--- src/rtl/seq_frame_pkg.sv ---
// Shared types and defaults for the serial frame transmitter.
package seq_frame_pkg;

  // Frame phases: wait for a word, send sync, send payload, send gap zeros.
  typedef enum logic [1:0] {
    ST_IDLE = 2'd0,
    ST_SYNC = 2'd1,
    ST_DATA = 2'd2,
    ST_GAP  = 2'd3
  } state_t;

  localparam int         DATA_W_DEF  = 8;
  localparam int         SYNC_W_DEF  = 5;
  localparam int         GAP_CYC_DEF = 2;
  localparam logic [4:0] SYNC_DEF    = 5'b10001;

  // Largest of three widths; sizes the phase counter.
  function automatic int max3(input int a, input int b, input int c);
    int m;
    m = (a > b) ? a : b;
    return (m > c) ? m : c;
  endfunction

endpackage

--- src/rtl/piso_shreg.sv ---
// Parallel-load, MSB-first shift register. Load wins over shift; vacated
// LSBs fill with zero.
module piso_shreg #(
  parameter int W = 8
) (
  input  logic         clk,
  input  logic         rst_n,
  input  logic         load,
  input  logic         shift,
  input  logic [W-1:0] din,
  output logic         msb
);

  logic [W-1:0] sh;

  // Hold, load or shift the payload word.
  always_ff @(posedge clk or negedge rst_n) begin
    // NOTE: the payload register is plain flops, so it is reset like any
    // other state; a discarded frame never leaks into the next one.
    if (!rst_n) begin
      sh <= '0;
    end else if (load) begin
      // NOTE: non-blocking so every flop samples pre-edge values.
      sh <= din;
    end else if (shift) begin
      sh <= sh << 1;
    end
  end

  assign msb = sh[W-1];

endmodule

--- src/rtl/seq_frame_tx.sv ---
// Serial frame transmitter: sync pattern, then payload, both MSB first,
// then a forced-low gap. One bit per clock, all outputs registered.
module seq_frame_tx
  import seq_frame_pkg::*;
#(
  parameter int                DATA_W  = DATA_W_DEF,
  parameter int                SYNC_W  = SYNC_W_DEF,
  parameter logic [SYNC_W-1:0] SYNC    = SYNC_DEF,
  parameter int                GAP_CYC = GAP_CYC_DEF
) (
  input  logic              clk,
  input  logic              clr_n,
  input  logic [DATA_W-1:0] tx_data,
  input  logic              tx_valid,
  output logic              tx_ready,
  output logic              dout,
  output logic              busy,
  output logic              frame_done
);

  // Wide enough to hold the largest phase length minus one; reloaded at
  // every phase change so it never wraps.
  localparam int CNT_W = $clog2(max3(SYNC_W, DATA_W, GAP_CYC) + 1);

  state_t           state;
  logic [CNT_W-1:0] cnt;
  logic             cnt_zero;
  logic             sh_msb;
  logic             load;
  logic             shift;

  // Sync pattern bit at a given index (index 0 is the last bit sent).
  function automatic logic sync_bit(input logic [CNT_W-1:0] idx);
    logic [SYNC_W-1:0] t;
    t = SYNC >> idx;
    return t[0];
  endfunction

  assign cnt_zero = (cnt == '0);
  assign tx_ready = (state == ST_IDLE);
  assign load     = tx_ready && tx_valid;
  // The shifter advances whenever dout is about to take its MSB, so the
  // next payload bit is already at the MSB on the following edge.
  assign shift    = ((state == ST_SYNC) && cnt_zero) ||
                    ((state == ST_DATA) && !cnt_zero);

  piso_shreg #(.W(DATA_W)) u_shreg (
    .clk   (clk),
    .rst_n (clr_n),
    .load  (load),
    .shift (shift),
    .din   (tx_data),
    .msb   (sh_msb)
  );

  // Frame FSM: outputs are computed from the next phase so they line up
  // with the bit being driven.
  always_ff @(posedge clk or negedge clr_n) begin
    if (!clr_n) begin
      state      <= ST_IDLE;
      cnt        <= '0;
      dout       <= 1'b0;
      busy       <= 1'b0;
      frame_done <= 1'b0;
    end else begin
      case (state)
        ST_IDLE: begin
          dout       <= 1'b0;
          busy       <= 1'b0;
          frame_done <= 1'b0;
          if (tx_valid) begin
            state <= ST_SYNC;
            cnt   <= CNT_W'(SYNC_W - 1);
            dout  <= SYNC[SYNC_W-1];
            busy  <= 1'b1;
          end
        end
        ST_SYNC: begin
          if (cnt_zero) begin
            state      <= ST_DATA;
            cnt        <= CNT_W'(DATA_W - 1);
            dout       <= sh_msb;
            frame_done <= (DATA_W == 1);
          end else begin
            cnt  <= cnt - CNT_W'(1);
            dout <= sync_bit(cnt - CNT_W'(1));
          end
        end
        ST_DATA: begin
          if (cnt_zero) begin
            state      <= ST_GAP;
            cnt        <= CNT_W'(GAP_CYC - 1);
            dout       <= 1'b0;
            frame_done <= 1'b0;
          end else begin
            cnt        <= cnt - CNT_W'(1);
            dout       <= sh_msb;
            frame_done <= (cnt == CNT_W'(1));
          end
        end
        ST_GAP: begin
          dout <= 1'b0;
          if (cnt_zero) begin
            state <= ST_IDLE;
            busy  <= 1'b0;
          end else begin
            cnt <= cnt - CNT_W'(1);
          end
        end
        default: begin
          state <= ST_IDLE;
          dout  <= 1'b0;
          busy  <= 1'b0;
        end
      endcase
    end
  end

endmodule

--- config.mk ---
export PLATFORM = sky130hd
export DESIGN_NAME = seq_frame_tx
export DESIGN_NICKNAME = d
export VERILOG_FILES = /design/src/rtl/seq_frame_pkg.sv /design/src/rtl/piso_shreg.sv /design/src/rtl/seq_frame_tx.sv
export SDC_FILE = /design/constraint.sdc
export NUM_CORES = 1
export LEC_CHECK = 0
export CAP_MARGIN = 20
export CELL_PAD_IN_SITES_DETAIL_PLACEMENT = 2
export CELL_PAD_IN_SITES_GLOBAL_PLACEMENT = 2
export CORE_UTILIZATION = 33
export CTS_CLUSTER_SIZE = 16
export DETAILED_ROUTE_END_ITERATION = 16
export MAX_ROUTING_LAYER = met4
export PLACE_DENSITY = 0.74
export SYNTH_ARGS = -nofsm -noshare
export SYNTH_HDL_FRONTEND = slang
export SYNTH_SLANG_ARGS = --single-unit
--- constraint.sdc ---
create_clock -name clk -period 2.4 [get_ports clk]
set_input_delay 0.36 -clock clk [delete_from_list [all_inputs] [get_ports clk]]
set_output_delay 0.36 -clock clk [all_outputs]
set_load 0.005 [all_outputs]
==> impl_metrics.env, run 1 <==
export IMPL_num_rows=19
export IMPL_intPower_mw=0.952
export IMPL_area_growth_pct=18.9
export IMPL_pin_count=15
export IMPL_synth_top_family_by_area="compound AO/OA/AOI/OAI gates"
export IMPL_viasPerCell=5.41
export IMPL_routed_wirelength_um=2420
export IMPL_slew_headroom_pct=69.0
export IMPL_fin_nets=136
export IMPL_grt_pass1_wl_um=4240
export IMPL_antenna_found_initial=0
export IMPL_htree_num_levels=1
export IMPL_clk_pin_slew_ps=110
export IMPL_critPathKind="register to output port"
export IMPL_diodes=0
export IMPL_synth_seq_cells=17
export IMPL_status="completed"
export IMPL_instances_no_fill=147
export IMPL_synth_compound_area_share_pct=15.4
export IMPL_yosysWarnings=0
export IMPL_start_util_pct=35.6
export IMPL_fin_tns_setup_ps=0
export IMPL_cts_resized=0
export IMPL_design_area_um2=1190
export IMPL_synthSimpleGateAreaFrac_pct=14.9
export IMPL_cts_tree="yes"
export IMPL_crit_chain="inv_1 -> ha_1 -> clkdlybuf4s50_1"
export IMPL_cp_max_fo=11
export IMPL_syn_area_um2=998
export IMPL_place_inst=143
export IMPL_vias=795
export IMPL_rsz0062_at_grt="no"
export IMPL_finalMaxSlewViolations=0
export IMPL_power_switching_mw=0.723
export IMPL_cp_start_kind="register"
export IMPL_hold_path_class="input port to async pin"
export IMPL_fillers=313
export IMPL_ctsLongestPathBuffers=2
export IMPL_synth_seq_area_share_pct=42.6
export IMPL_cts_made_buffers=3
export IMPL_post_route_min_period_ps=2220
export IMPL_hold_viol=0
export IMPL_p_seq_share_pct=32.3
export IMPL_fin_skew_ps=4.42
export IMPL_max_stage_delay_ps=580
export IMPL_port_buffers=14
export IMPL_cts_hold_buffers=0
export IMPL_arrival_ps=1860
export IMPL_power_per_cell_area_nw_per_um2=1410
export IMPL_syn_nets=119
export IMPL_dieArea_um2=3250
export IMPL_post_drt_wl_per_cell_um=16.5
export IMPL_r2r_setup_slack_ps=340
export IMPL_fmax_mhz=451
export IMPL_drt_iter0_drc=17
export IMPL_core_area_um2=2810
export IMPL_dr_pass1_iters=4
export IMPL_die_h_um=57.0
export IMPL_die_width_um=57.0
export IMPL_required_ps=2040
export IMPL_worstMarginPinSlew_ps=464
export IMPL_final_core_util_pct=42.3
export IMPL_synth_area_mux_share_pct=10.7
export IMPL_clock_sinks=17
export IMPL_ir_drop_uv=632
export IMPL_cp_slowest_cell="clkdlybuf4s50_1"
export IMPL_cp_buffers_inverters=2
export IMPL_yosys_area_share_adder_pct=10.0
export IMPL_synth_distinct_cells=28
export IMPL_ant_nets=0
export IMPL_grt_pass1_vias=859
export IMPL_synthXorXnorAreaFrac_pct=0.877
export IMPL_grt_ovfl_total=0
export IMPL_switching_share_pct=43.2
export IMPL_cts_root_buf="clkbuf_4"
export IMPL_p_leak_nw=0.514
export IMPL_grt_max_degree=18
export IMPL_placed_area_um2=1160
export IMPL_drc_errors=0
export IMPL_clk_latency_ps=300
export IMPL_endpoint_kind="output port"
export IMPL_fin_crit_sh_pct=92.4
export IMPL_place_gp_congestion=0.739
export IMPL_pwr_share_clk_pct=9.7
export IMPL_syn_inst=100
export IMPL_setup_violations=0
export IMPL_max_cap_violations=0
export IMPL_comb_power_share_pct=58.1
export IMPL_layout_drive_gt1_share_pct=9.48
export IMPL_dp_hpwl_um=1900
export IMPL_postSynthAreaPerCell_um2=9.98
export IMPL_post_cts_buffers=0
export IMPL_crit_family="buffers and inverters"
export IMPL_grt_util_all_layers_pct=17.7
-- stage by stage --
step                total power [mW]  hold slack, ps  worst slack, ps
detailed placement              1.53             530              343
floorplan                       1.28            64.4              605
CTS                             1.70             375              135
global placement                1.47             515              476
global route                    1.83             385             59.7
finish                          1.68             370              183
-- power by group through the flow --
stage          logic (mW)  registers, mW  clock network [mW]
6_report            0.973          0.541               0.162
4_1_cts             0.990          0.542               0.169
5_1_grt              1.09          0.560               0.181
3_3_place_gp        0.929          0.540                   0
3_5_place_dp        0.985          0.548                   0
2_1_floorplan       0.760          0.517                   0
-- cell usage after synthesis --
cell | number | area, um^2
a21oi_1 | 10 | 50.1
nor4_1 | 1 | 6.26
mux2_2 | 1 | 11.3
nand4_1 | 2 | 12.5
ha_1 | 8 | 100
a2bb2oi_1 | 1 | 8.76
or3b_2 | 1 | 8.76
nor3b_4 | 1 | 18.8
nand2_1 | 5 | 18.8
or4_1 | 1 | 7.51
nor2_1 | 12 | 45.0
a31oi_1 | 2 | 12.5
nand3_1 | 3 | 15.0
clkbuf_1 | 2 | 7.51
o21ai_0 | 6 | 30.0
inv_1 | 6 | 22.5
a22o_1 | 3 | 26.3
mux2_4 | 1 | 15.0
a21o_2 | 1 | 8.76
o32a_1 | 1 | 10.0
buf_12 | 1 | 20.0
nor3_1 | 2 | 10.0
nor2b_1 | 1 | 6.26
dfrtp_1 | 17 | 425
xnor2_1 | 1 | 8.76
buf_2 | 1 | 5.00
mux2i_1 | 8 | 80.1
a22oi_1 | 1 | 7.51
-- cell families after synthesis --
logic type / after synthesis
AND/OR/NAND/NOR: 29
flip-flops: 17
buffers and inverters: 10
multiplexers: 10
adder cells (fa/ha/maj): 8
AO/OA/AOI/OAI: 25
XOR/XNOR: 1
-- worst register-to-register path, stage by stage (launching register included) --
cell	delay, ps
dfrtp_1	440
inv_1	90
ha_1	330
nor3_1	410
nor2_1	140
nor2_1	200
mux2_2	350
-- area by class of cell --
type                    instances  area, um^2  area share, %
clock buffers                   3        22.5           1.90
flip-flops and latches         17         425           35.8
repair buffers                 16         155           13.1
well taps                      31        38.8           3.27
clock inverters                 1        5.00          0.421
inverters                       6        22.5           1.90
multi-input cells              73         518           43.6
-- per-layer routing --
layer | wire (um) | track usage (%)
met4 | 9 | 3.14
met1 | 1170 | 22.8
met5 | 0 | -
met3 | 73 | 4.76
met2 | 1170 | 28.4
-- registers in the layout, summed over array words and instances (netlist names) --
name / cells
busy: 1
cnt: 4
dout: 1
frame_done: 1
state: 2
u_shreg.sh: 8
-- placed cells by master, fill, tap and decap left out, types with 5 or more instances in the layout --
| cell | Yosys | layout |
|---|---|---|
| nand2_1 | 5 | 5 |
| o21ai_0 | 6 | 6 |
| dfrtp_1 | 17 | 17 |
| a21oi_1 | 10 | 10 |
| nor2_1 | 12 | 12 |
| clkdlybuf4s50_1 | 0 | 14 |
| inv_1 | 6 | 6 |
| ha_1 | 8 | 8 |
| mux2i_1 | 8 | 8 |
-- path summary, 6_finish.rpt --
kind	from	end	cells after the start
worst max-delay path	state[0]$_DFFE_PN0P_	tx_ready	3
worst min-delay path	clr_n	frame_done$_DFFE_PN0P_	2
worst max register to register	state[0]$_DFFE_PN0P_	state[1]$_DFFE_PN0P_	6
worst min register to register	cnt[1]$_DFFE_PN0P_	cnt[1]$_DFFE_PN0P_	1
max in group asynchronous	clr_n	cnt[2]$_DFFE_PN0P_	2
min in group clk	cnt[1]$_DFFE_PN0P_	cnt[1]$_DFFE_PN0P_	1
Note: power is estimated with default switching activity, not from simulation.
==> run 2: changes to the inputs <==
Clock period 2.4 ns to 2.6 ns, I/O delays scaled along.
==> impl_metrics.env, run 2 (synthesized netlist as in run 1, its figures left out) <==
export IMPL_clk_pin_slew_ps=100
export IMPL_cts_tree="yes"
export IMPL_power_switching_mw=0.651
export IMPL_drt_iter0_drc=12
export IMPL_cp_depth=3
export IMPL_pin_count=15
export IMPL_dp_hpwl_um=1820
export IMPL_p_seq_share_pct=32.9
export IMPL_cp_slowest_cell="clkdlybuf4s50_1"
export IMPL_required_ps=2210
export IMPL_hold_path_class="register to register"
export IMPL_r2r_setup_slack_ps=610
export IMPL_whs_path_depth=2
export IMPL_endpoint_kind="output port"
export IMPL_dieArea_um2=3250
export IMPL_hold_path_end="frame_done$_DFFE_PN0P_"
export IMPL_setup_violations=0
export IMPL_start_util_pct=35.6
export IMPL_crit_chain="inv_1 -> ha_1 -> clkdlybuf4s50_1"
export IMPL_pwr_share_clk_pct=9.4
export IMPL_core_area_um2=2810
export IMPL_fin_nets=134
export IMPL_slew_headroom_pct=45.2
export IMPL_ctsLongestPathBuffers=2
export IMPL_r2r_cells=6
export IMPL_routed_wirelength_um=2420
export IMPL_drc_errors=0
export IMPL_area_growth_pct=17.3
export IMPL_r2r_start="state[0]$_DFFE_PN0P_"
export IMPL_diodes=0
export IMPL_port_buffers=14
export IMPL_p_leak_nw=0.502
export IMPL_rsz0062_at_grt="no"
export IMPL_worst_slack_ps=344
export IMPL_final_cell_mix="17 x dfrtp_1, 14 x clkdlybuf4s50_1, 12 x nor2_1, 10 x a21oi_1"
export IMPL_worstMarginPinSlew_ps=819
export IMPL_regMostFlops="u_shreg.sh"
export IMPL_clk_latency_ps=290
export IMPL_cp_start_kind="register"
export IMPL_grt_pass1_vias=868
export IMPL_viasPerCell=5.40
export IMPL_place_gp_congestion=0.760
export IMPL_grt_max_degree=18
export IMPL_cp_buffers_inverters=2
export IMPL_grt_util_all_layers_pct=18.4
export IMPL_crit_family="buffers and inverters"
export IMPL_die_h_um=57.0
export IMPL_fmax_mhz=443
export IMPL_switching_share_pct=42.8
export IMPL_antenna_found_initial=0
export IMPL_grt_ovfl_total=0
export IMPL_arrival_ps=1870
export IMPL_pre_cts_slack_ps=601
export IMPL_fin_crit_sh_pct=86.8
export IMPL_num_rows=19
export IMPL_dr_pass1_iters=4
export IMPL_critPathKind="register to output port"
export IMPL_hold_viol=0
export IMPL_fin_tns_setup_ps=0
export IMPL_max_cap_violations=0
export IMPL_hold_start="frame_done$_DFFE_PN0P_"
export IMPL_htree_num_levels=1
export IMPL_fillers=321
export IMPL_cp_max_fo=11
export IMPL_comb_power_share_pct=57.6
export IMPL_cts_root_buf="clkbuf_4"
export IMPL_die_width_um=57.0
export IMPL_cts_hold_buffers=0
export IMPL_max_stage_delay_ps=590
export IMPL_finalMaxSlewViolations=0
export IMPL_ir_drop_uv=511
export IMPL_power_per_cell_area_nw_per_um2=1300
export IMPL_vias=783
export IMPL_cts_resized=0
export IMPL_reg2reg_to="state[1]$_DFFE_PN0P_"
export IMPL_layout_drive_gt1_share_pct=7.02
export IMPL_post_drt_wl_per_cell_um=16.7
export IMPL_clock_sinks=17
export IMPL_status="completed"
export IMPL_fin_skew_ps=5.56
export IMPL_intPower_mw=0.872
export IMPL_ant_nets=0
export IMPL_largest_reg_flops=8
export IMPL_reg_top3="u_shreg.sh x8, cnt x4, state x2"
export IMPL_post_route_min_period_ps=2260
export IMPL_post_cts_buffers=0
export IMPL_cts_made_buffers=3
export IMPL_layout_commonest_cell="dfrtp_1"
export IMPL_grt_pass1_wl_um=4290
-- run 2: worst max-delay path by stage --
| stage | from | end | slack [ps] |
|---|---|---|---|
| CTS | state[0]$_DFFE_PN0P_ | tx_ready | 300 |
| finish | state[0]$_DFFE_PN0P_ | tx_ready | 340 |
| detailed placement | state[0]$_DFFE_PN0P_ | state[1]$_DFFE_PN0P_ | 600 |
| global route | state[0]$_DFFE_PN0P_ | tx_ready | 190 |
| floorplan | cnt[0]$_DFFE_PN0P_ | u_shreg.sh[1]$_DFFE_PN0P_ | 800 |
| global placement | state[0]$_DFFE_PN0P_ | state[1]$_DFFE_PN0P_ | 690 |
-- run 2: area by class of cell --
class,instances,area [um^2],area share (%)
Tap cell,31,38.8,3.31
Clock buffer,4,26.3,2.24
Inverter,6,22.5,1.92
Timing Repair Buffer,14,140,12.0
Sequential cell,17,425,36.3
Multi-Input combinational cell,73,518,44.2
-- run 2: stage by stage --
stage               total power, mW  cell area (um^2)  utilization (%)  hold slack (ps)  std cells
floorplan                      1.18               998                -             94.4        100
global placement               1.35              1140             40.8              522        141
detailed placement             1.40              1140             40.8              540        141
CTS                            1.55              1170             41.7              559        145
global route                   1.69              1170             41.7              593        145
finish                         1.52              1170             41.7              552        145
-- run 2: power groups by stage --
stage	Clock [mW]	Combinational (mW)	Sequential [mW]
2_1_floorplan	0	0.701	0.478
3_3_place_gp	0	0.853	0.501
3_5_place_dp	0	0.889	0.508
4_1_cts	0.151	0.896	0.504
5_1_grt	0.167	1.00	0.520
6_report	0.144	0.878	0.501
-- run 2: worst register-to-register path, cell delays in order (launching register included) --
cell     delay (ps)
dfrtp_1         450
inv_1           100
ha_1            330
nor3_1          340
nor2_1          120
nor2_1          200
mux2_2          350
-- run 2: per-layer routing --
metal	GRT usage, %	vias up	wire length (um)
li1	-	383	-
met1	24.6	391	1190
met2	29.1	7	1160
met3	2.04	2	41
met4	6.27	0	18
met5	-	-	0
==> run 3: changes to the inputs <==
Settings changed: CORE_UTILIZATION 33 to 35, PLACE_DENSITY 0.74 to 0.78, SLEW_MARGIN set to 10.
==> impl_metrics.env, run 3 (synthesized netlist as in run 1, its figures left out) <==
export IMPL_pin_count=15
export IMPL_htree_num_levels=1
export IMPL_port_buffers=14
export IMPL_instances_no_fill=145
export IMPL_die_width_um=55.4
export IMPL_hold_viol=0
export IMPL_grt_util_all_layers_pct=19.5
export IMPL_grt_pass1_wl_um=4530
export IMPL_start_util_pct=36.5
export IMPL_dr_pass1_iters=3
export IMPL_cts_root_buf="clkbuf_4"
export IMPL_cts_resized=0
export IMPL_place_inst=141
export IMPL_fin_tns_setup_ps=0
export IMPL_clock_sinks=17
export IMPL_area_growth_pct=17.3
export IMPL_required_ps=2210
export IMPL_viasPerCell=5.44
export IMPL_final_cell_mix="17 x dfrtp_1, 14 x clkdlybuf4s50_1, 12 x nor2_1, 10 x a21oi_1"
export IMPL_slew_headroom_pct=45.7
export IMPL_arrival_ps=1860
export IMPL_drc_errors=0
export IMPL_num_rows=19
export IMPL_regMostFlops="u_shreg.sh"
export IMPL_cp_start_kind="register"
export IMPL_post_cts_buffers=0
export IMPL_antenna_found_initial=0
export IMPL_rsz0062_at_grt="no"
export IMPL_layout_commonest_cell="dfrtp_1"
export IMPL_max_cap_violations=0
export IMPL_fin_nets=134
export IMPL_die_h_um=55.4
export IMPL_worst_slack_ps=353
export IMPL_grt_max_degree=18
export IMPL_worstMarginPinSlew_ps=811
export IMPL_power_per_cell_area_nw_per_um2=1310
export IMPL_ctsLongestPathBuffers=2
export IMPL_clk_latency_ps=290
export IMPL_grt_pass1_vias=884
export IMPL_cts_made_buffers=3
export IMPL_drt_iter0_drc=2
export IMPL_layout_drive_gt1_share_pct=7.02
export IMPL_holdWs_ps=548
export IMPL_finalMaxSlewViolations=0
export IMPL_fillers=295
export IMPL_dieArea_um2=3070
export IMPL_endpoint_kind="output port"
export IMPL_fin_crit_sh_pct=86.4
export IMPL_multi_input_area_um2=518
export IMPL_place_gp_congestion=0.825
export IMPL_status="completed"
export IMPL_critPathKind="register to output port"
export IMPL_grt_ovfl_total=0
export IMPL_routed_wirelength_um=2480
export IMPL_clk_pin_slew_ps=100
export IMPL_fin_skew_ps=2.87
export IMPL_cp_max_fo=11
export IMPL_vias=789
export IMPL_dp_hpwl_um=1850
export IMPL_ant_nets=0
export IMPL_ff_latch_area_um2=425
export IMPL_hold_path_class="input port to async pin"
export IMPL_pre_cts_slack_ps=617
export IMPL_reg_top3="u_shreg.sh x8, cnt x4, state x2"
export IMPL_diodes=0
export IMPL_core_area_um2=2730
export IMPL_setup_violations=0
export IMPL_post_drt_wl_per_cell_um=17.1
export IMPL_final_core_util_pct=42.8
export IMPL_fmax_mhz=445
export IMPL_ir_drop_uv=592
export IMPL_p_leak_nw=0.502
export IMPL_cts_hold_buffers=0
export IMPL_cts_tree="yes"
export IMPL_post_route_min_period_ps=2250
export IMPL_largest_reg_flops=8
run 3: path summary, 6_finish.rpt:
kind / start / end / slack [ps] / depth (start not counted)
worst max-delay path: state[0]$_DFFE_PN0P_ / tx_ready / 350 / 3
worst min-delay path: clr_n / cnt[2]$_DFFE_PN0P_ / 550 / 1
worst max register to register: cnt[0]$_DFFE_PN0P_ / u_shreg.sh[7]$_DFFE_PN0P_ / 610 / 6
worst min register to register: cnt[1]$_DFFE_PN0P_ / cnt[1]$_DFFE_PN0P_ / 550 / 1
max in group asynchronous: clr_n / u_shreg.sh[2]$_DFFE_PN0P_ / 1540 / 1
min in group clk: cnt[1]$_DFFE_PN0P_ / cnt[1]$_DFFE_PN0P_ / 550 / 1
run 3: power by group:
group	switching, mW	internal (mW)	total [mW]
clock network	0.0878	0.0597	0.148
logic	0.464	0.419	0.883
registers	0.114	0.392	0.505
run 3: per-layer routing:
metal  vias to the layer above  global-route usage [%]  part of all wire (%)
met3                         2                    3.75                   2.5
met5                         -                       -                     0
met2                        13                    29.6                    49
li1                        382                       -                     -
met4                         0                    5.36                  0.68
met1                       392                    26.7                    48
run 3: area by class of cell:
class,instances,area share (%)
inverters,6,1.92
repair buffers,14,12.0
well taps,31,3.31
multi-input cells,73,44.2
clock buffers,4,2.24
flip-flops and latches,17,36.3
run 3: critical path: stages (launching register included):
cell and delay [ps]:
dfrtp_1 450, inv_1 110, ha_1 420, clkdlybuf4s50_1 580
run 3: through the flow:
| stage | power, mW | instance area (um^2) |
|---|---|---|
| 3_3_place_gp | 1.35 | 1140 |
| 4_1_cts | 1.56 | 1170 |
| 3_5_place_dp | 1.40 | 1140 |
| 5_1_grt | 1.69 | 1170 |
| 2_1_floorplan | 1.18 | 998 |
| 6_report | 1.54 | 1170 |
